File: config.mk
export PLATFORM = sky130hd
export DESIGN_NAME = axis_packet_mux
export DESIGN_NICKNAME = d
export VERILOG_FILES = /design/src/rtl/axis_mux_pkg.sv /design/src/rtl/axis_rr_arbiter.sv /design/src/rtl/axis_packet_mux.sv
export SDC_FILE = /design/constraint.sdc
export NUM_CORES = 1
export LEC_CHECK = 0
export ABC_CLOCK_PERIOD_IN_PS = 3500
export CAP_MARGIN = 10
export CORE_MARGIN = 3
export CORE_UTILIZATION = 51
export CTS_CLUSTER_DIAMETER = 60
export CTS_CLUSTER_SIZE = 10
export DETAILED_ROUTE_END_ITERATION = 12
export DONT_BUFFER_PORTS = 1
export GPL_TIMING_DRIVEN = 0
export HOLD_SLACK_MARGIN = 0.02
export PLACE_DENSITY_LB_ADDON = 0.15
export REMOVE_ABC_BUFFERS = 1
export SLEW_MARGIN = 25
export SYNTH_ARGS = -nofsm -noshare
export SYNTH_HDL_FRONTEND = slang
export SYNTH_SLANG_ARGS = --single-unit
File: constraint.sdc
create_clock -name clk -period 3.5 [get_ports clk]
set_clock_uncertainty 0.15 [all_clocks]
set_input_delay 0.175 -clock clk [delete_from_list [all_inputs] [get_ports clk]]
set_output_delay 0.175 -clock clk [all_outputs]
set_load 0.03 [all_outputs]
File: src/rtl/axis_mux_pkg.sv
// Shared types and helpers for the AXI-Stream packet mux family
// (mux, and the future demux/crossbar that reuse the arbiter).
package axis_mux_pkg;

    // Packet-level FSM: IDLE arbitrates, XFER forwards one whole packet.
    typedef enum logic [0:0] {
        IDLE = 1'b0,
        XFER = 1'b1
    } state_t;

    // Arbitration modes.
    localparam int ARB_RR    = 0;
    localparam int ARB_FIXED = 1;

    // Width of an index able to address n sources (never below 1 bit).
    function automatic int idx_w(input int n);
        return (n <= 2) ? 1 : $clog2(n);
    endfunction

endpackage

File: src/rtl/axis_rr_arbiter.sv
// Combinational N-way arbiter. Round-robin scans upward from ptr_i with
// wrap-around; fixed priority always scans from index 0 (ptr_i ignored).
module axis_rr_arbiter
    import axis_mux_pkg::*;
#(
    parameter int NUM_SRC  = 4,
    parameter int ARB_MODE = ARB_RR,
    parameter int SRC_W    = idx_w(NUM_SRC)
) (
    input  logic [NUM_SRC-1:0] req_i,
    input  logic [SRC_W-1:0]   ptr_i,
    output logic [SRC_W-1:0]   grant_o,
    output logic               any_req_o
);

    int               start;
    int               idx;
    logic [SRC_W-1:0] idx_s;
    logic             found;

    // First requester at or after the start index, wrapping past NUM_SRC-1.
    always_comb begin
        grant_o = '0;
        found   = 1'b0;
        idx     = 0;
        idx_s   = '0;
        start   = (ARB_MODE == ARB_FIXED) ? 0 : int'(ptr_i);
        for (int k = 0; k < NUM_SRC; k++) begin
            idx   = (start + k) % NUM_SRC;
            idx_s = SRC_W'(idx);
            if (!found && req_i[idx_s]) begin
                grant_o = idx_s;
                found   = 1'b1;
            end
        end
        any_req_o = |req_i;
    end

endmodule

File: src/rtl/axis_packet_mux.sv
// N-input to 1-output AXI-Stream packet multiplexer. Arbitration happens
// only between packets; the granted source's packet is forwarded beat by
// beat through a single registered output stage.
//
// Handshake: a beat moves on any interface exactly in the cycle where its
// valid and ready are both high at the rising edge. Valid never waits for
// ready; once the output presents a beat (m_valid=1) it holds m_* stable
// until m_ready accepts it. s_ready is the only combinational output and
// depends on m_ready/m_valid through can_load, never on s_valid.
module axis_packet_mux
    import axis_mux_pkg::*;
#(
    parameter int NUM_SRC  = 4,
    parameter int DATA_W   = 8,
    parameter int ARB_MODE = ARB_RR,
    parameter int SRC_W    = $clog2(NUM_SRC)
) (
    input  logic                      clk,
    input  logic                      rst,
    input  logic [NUM_SRC-1:0]        s_valid,
    input  logic [NUM_SRC-1:0]        s_last,
    input  logic [NUM_SRC*DATA_W-1:0] s_data,
    output logic [NUM_SRC-1:0]        s_ready,
    output logic                      m_valid,
    output logic                      m_last,
    output logic [DATA_W-1:0]         m_data,
    output logic [SRC_W-1:0]          m_src,
    input  logic                      m_ready,
    output logic                      busy
);

    state_t              state_q;
    logic [SRC_W-1:0]    grant_q;
    logic [SRC_W-1:0]    ptr_q;
    logic                m_valid_q;
    logic                m_last_q;
    logic [DATA_W-1:0]   m_data_q;
    logic [SRC_W-1:0]    m_src_q;

    logic                can_load;
    logic [SRC_W-1:0]    arb_grant;
    logic                arb_any;
    logic                sel_valid;
    logic                sel_last;
    logic [DATA_W-1:0]   sel_data;
    logic [SRC_W-1:0]    ptr_d;

    axis_rr_arbiter #(
        .NUM_SRC  (NUM_SRC),
        .ARB_MODE (ARB_MODE),
        .SRC_W    (SRC_W)
    ) u_arb (
        .req_i     (s_valid),
        .ptr_i     (ptr_q),
        .grant_o   (arb_grant),
        .any_req_o (arb_any)
    );

    // Output register may take a new value when empty or being drained.
    always_comb begin
        can_load = m_ready | ~m_valid_q;
    end

    // Select the granted source's beat and the pointer that follows it.
    always_comb begin
        sel_valid = s_valid[grant_q];
        sel_last  = s_last[grant_q];
        sel_data  = '0;
        for (int i = 0; i < NUM_SRC; i++) begin
            if (grant_q == SRC_W'(i)) begin
                sel_data = s_data[i*DATA_W +: DATA_W];
            end
        end
        ptr_d = (grant_q == SRC_W'(NUM_SRC - 1)) ? '0 : grant_q + SRC_W'(1);
    end

    // Only the granted source sees ready, and only while the output can load.
    always_comb begin
        s_ready = '0;
        if (state_q == XFER && can_load) begin
            s_ready[grant_q] = 1'b1;
        end
    end

    // Packet FSM together with the registered output stage.
    always_ff @(posedge clk) begin
        if (rst) begin
            state_q   <= IDLE;
            grant_q   <= '0;
            ptr_q     <= '0;
            m_valid_q <= 1'b0;
            m_last_q  <= 1'b0;
            m_data_q  <= '0;
            m_src_q   <= '0;
        end else begin
            case (state_q)
                IDLE: begin
                    // Let the last beat of the previous packet drain.
                    if (can_load) begin
                        m_valid_q <= 1'b0;
                    end
                    if (arb_any) begin
                        grant_q <= arb_grant;
                        state_q <= XFER;
                    end
                end
                XFER: begin
                    if (can_load) begin
                        if (sel_valid) begin
                            m_valid_q <= 1'b1;
                            m_last_q  <= sel_last;
                            m_data_q  <= sel_data;
                            m_src_q   <= grant_q;
                            if (sel_last) begin
                                state_q <= IDLE;
                                ptr_q   <= ptr_d;
                            end
                        end else begin
                            // Source paused mid-packet: emit a bubble, keep the grant.
                            m_valid_q <= 1'b0;
                        end
                    end
                end
                default: begin
                    state_q <= IDLE;
                end
            endcase
        end
    end

    // Drive the registered outputs and the state flag.
    always_comb begin
        m_valid = m_valid_q;
        m_last  = m_last_q;
        m_data  = m_data_q;
        m_src   = m_src_q;
        busy    = (state_q == XFER);
    end

    // At most one source may be offered ready at any time.
    a_ready_onehot: assert property (@(posedge clk) disable iff (rst) $onehot0(s_ready));

endmodule

==> out/qor.yml <==
outcome:
  status: "complete, no violations"
sta:
  worstMarginPinSlew_ns: 0.6942
  tns_ns: 0
  slew_headroom_pct: 53.66
  fmax_mhz: 449.3
  finalCriticalPeriod_ns: 2.226
  slew_violations: 0
  setup_viol: 0
  fin_crit_sh_pct: 63.60
  rsz0062_at_grt: "no"
  hold_viol_final: 0
synth:
  muxShareOfSynthArea_pct: 7.701
  synth_compound_area_share_pct: 26.12
  ys_types: 29
  yosys.area_share.xor_xnor_pct: 0
  syn_inst: 149
  netlist_area_um2: 1121
  synth_top_family_by_area: "compound AO/OA/AOI/OAI gates"
  synth_fa_ha_area_share_pct: 4.464
  synth-simple-area-share_pct: 21.43
  synth_seq_area_share_pct: 30.36
  ys_warn_count: 0
  syn_avg_cell_area_um2: 7.524
  synth_seq_cells: 17
routing:
  ant_nets: 0
  wl_per_cell_um: 16.94
  vias_per_cell: 6.460
  drt_iter0_drc: 29
  drc: 0
  dr.pass1.iters: 4
  vias: 1137
  wl_mm: 2.981
layout:
  drive_gt1_share_pct: 6.711
  layout_common_cells: "a21oi_1, dfxtp_1, nand2_1"
  final_area_um2: 1215
  area_growth_pct: 8.371
  final_util_pct: 60.09
  final_common_cell: "a21oi_1"
  layoutNonFillerInstCount: 176
  antenna-diode-count: 0
  final_nets: 197
clocking:
  clk_latency_ns: 0.29
  htree_levels: 1
  clk_path_buf_depth: 2
  ctsResizeCount: 0
  cts_setup_buffers: 0
  clkSinkCount: 17
  cts_buffers: 3
  cts_tree: "yes"
  path_clk_slew_ns: 0.10
  cts_root_buffer: "clkbuf_4"
  cts_hold_buf: 10
floorplanning:
  fp.coreArea_um2: 2022
  rows: 16
  die_w_um: 52.89
  start_util_pct: 55.45
  num_io_pins: 60
  die_area_um2: 2797
  dieHeight_um: 52.89
worst_setup_path:
  crit_fanout: 17
  critPathArrivalTime_ns: 1.90
  cp-start-kind: "register"
  crit_required_ns: 3.17
  end_kind: "primary output"
  critical_path_class: "register to primary output"
global_routing:
  grt_pass1_wl_mm: 4.485
  grt-ovfl-total: 0
  antenna_found_initial: 0
  grt_start_max_net_pins: 19
  grt_pass1_vias: 1034
  grt.total_usage_pct: 21.46
power:
  powerDensity_nw_per_um2: 385.3
  peakVddDrop_mv: 0.2195
  total_power_uw: 468.1
  p_leak_uw: 0.0004787
place:
  dpl_cell_area_um2: 1089
  gp_congestion: 0.7782
  dp.cells: 162
  hpwl_mm: 2.030
  port_buffers: 0
job:
  cap_violations: 0
worst_hold_path:
  hold_class: "input port to register"
-- sequential cells by signal, summed over array words and instances (netlist names) --
register and count:
m_data 8, grant_q 2, m_src 2, ptr_q 2, busy 1, m_last 1
m_valid 1
-- worst paths after layout --
path                           startpoint                endpoint  slack [ns]  cells past startpoint
setup / recovery  grant_q[1]$_SDFFE_PP0P_              s_ready[2]        1.27                      2
hold / removal                 s_data[29]  m_data[5]$_SDFFE_PP0P_        0.01                      2
setup reg to reg  grant_q[0]$_SDFFE_PP0P_  m_data[6]$_SDFFE_PP0P_        1.43                      6
hold reg to reg     ptr_q[0]$_SDFFE_PP0P_   ptr_q[0]$_SDFFE_PP0P_        0.37                      2
-- kinds of logic after synthesis --
| logic type | after synthesis |
|---|---|
| AOI/OAI and AO/OA | 48 |
| and+or+nand+nor | 48 |
| buffers and inverters | 26 |
| DFF | 17 |
| muxes | 6 |
| adders and majority gates | 4 |
-- where the power goes --
group / total, uW / internal (uW) / switching, uW
Combinational: 108 / 47.3 / 60.3
Sequential: 250 / 209 / 41.5
Clock: 110 / 44.4 / 65.6
-- routing by layer --
metal / track usage (%) / vias to the layer above / wire length [um]
li1: - / 528 / -
met1: 23.62 / 528 / 1135
met2: 39.05 / 70 / 1480
met3: 5.352 / 11 / 301
met4: 8.085 / 0 / 63
met5: 0 / - / 0
-- cells in the mapped netlist --
library cell	n	area (um2)
a21o_1	1	7.510
a21oi_1	25	125.1
a221oi_1	8	70.07
a221oi_2	1	15.01
a31o_2	1	8.760
and3_1	4	25.02
and3_4	1	11.26
buf_1	2	7.510
buf_2	2	10.01
buf_4	1	7.510
buf_6	1	11.26
clkbuf_1	8	30.03
dfxtp_1	17	340.3
ha_1	4	50.05
inv_1	12	45.04
mux2_2	1	11.26
mux2i_1	3	30.03
mux4_2	2	45.04
nand2_1	15	56.30
nand2b_1	2	12.51
nand3_1	1	5.000
nand4_4	1	21.27
nor2_1	12	45.04
nor3_1	9	45.04
nor4_1	2	12.51
o21a_1	1	7.510
o21ai_0	10	50.05
o221ai_1	1	8.760
or3_1	1	6.260
-- worst max-delay path, cell delays in order (launching register included) --
cell     delay, ns
dfxtp_1       0.54
ha_1          0.61
and3_1        0.45
-- final cells by class --
class / instances / area [um2]
Multi-Input combinational cell: 106 / 669.4
Fill cell: 184 / 807.0
Inverter: 12 / 45.04
Timing Repair Buffer: 10 / 100.1
Clock buffer: 4 / 26.28
Tap cell: 27 / 33.78
Sequential cell: 17 / 340.3
-- metrics by stage --
| step | setup slack, ns | hold WS, ns |
|---|---|---|
| after floorplan | 1.762 | 0.09125 |
| after global placement | 1.515 | 0.09607 |
| after detailed placement | 1.484 | 0.09743 |
| after CTS | 1.283 | 0.02319 |
| after global routing | 1.178 | 0.03462 |
| final | 1.274 | 0.01376 |
Power figures use the tool's default switching activity.
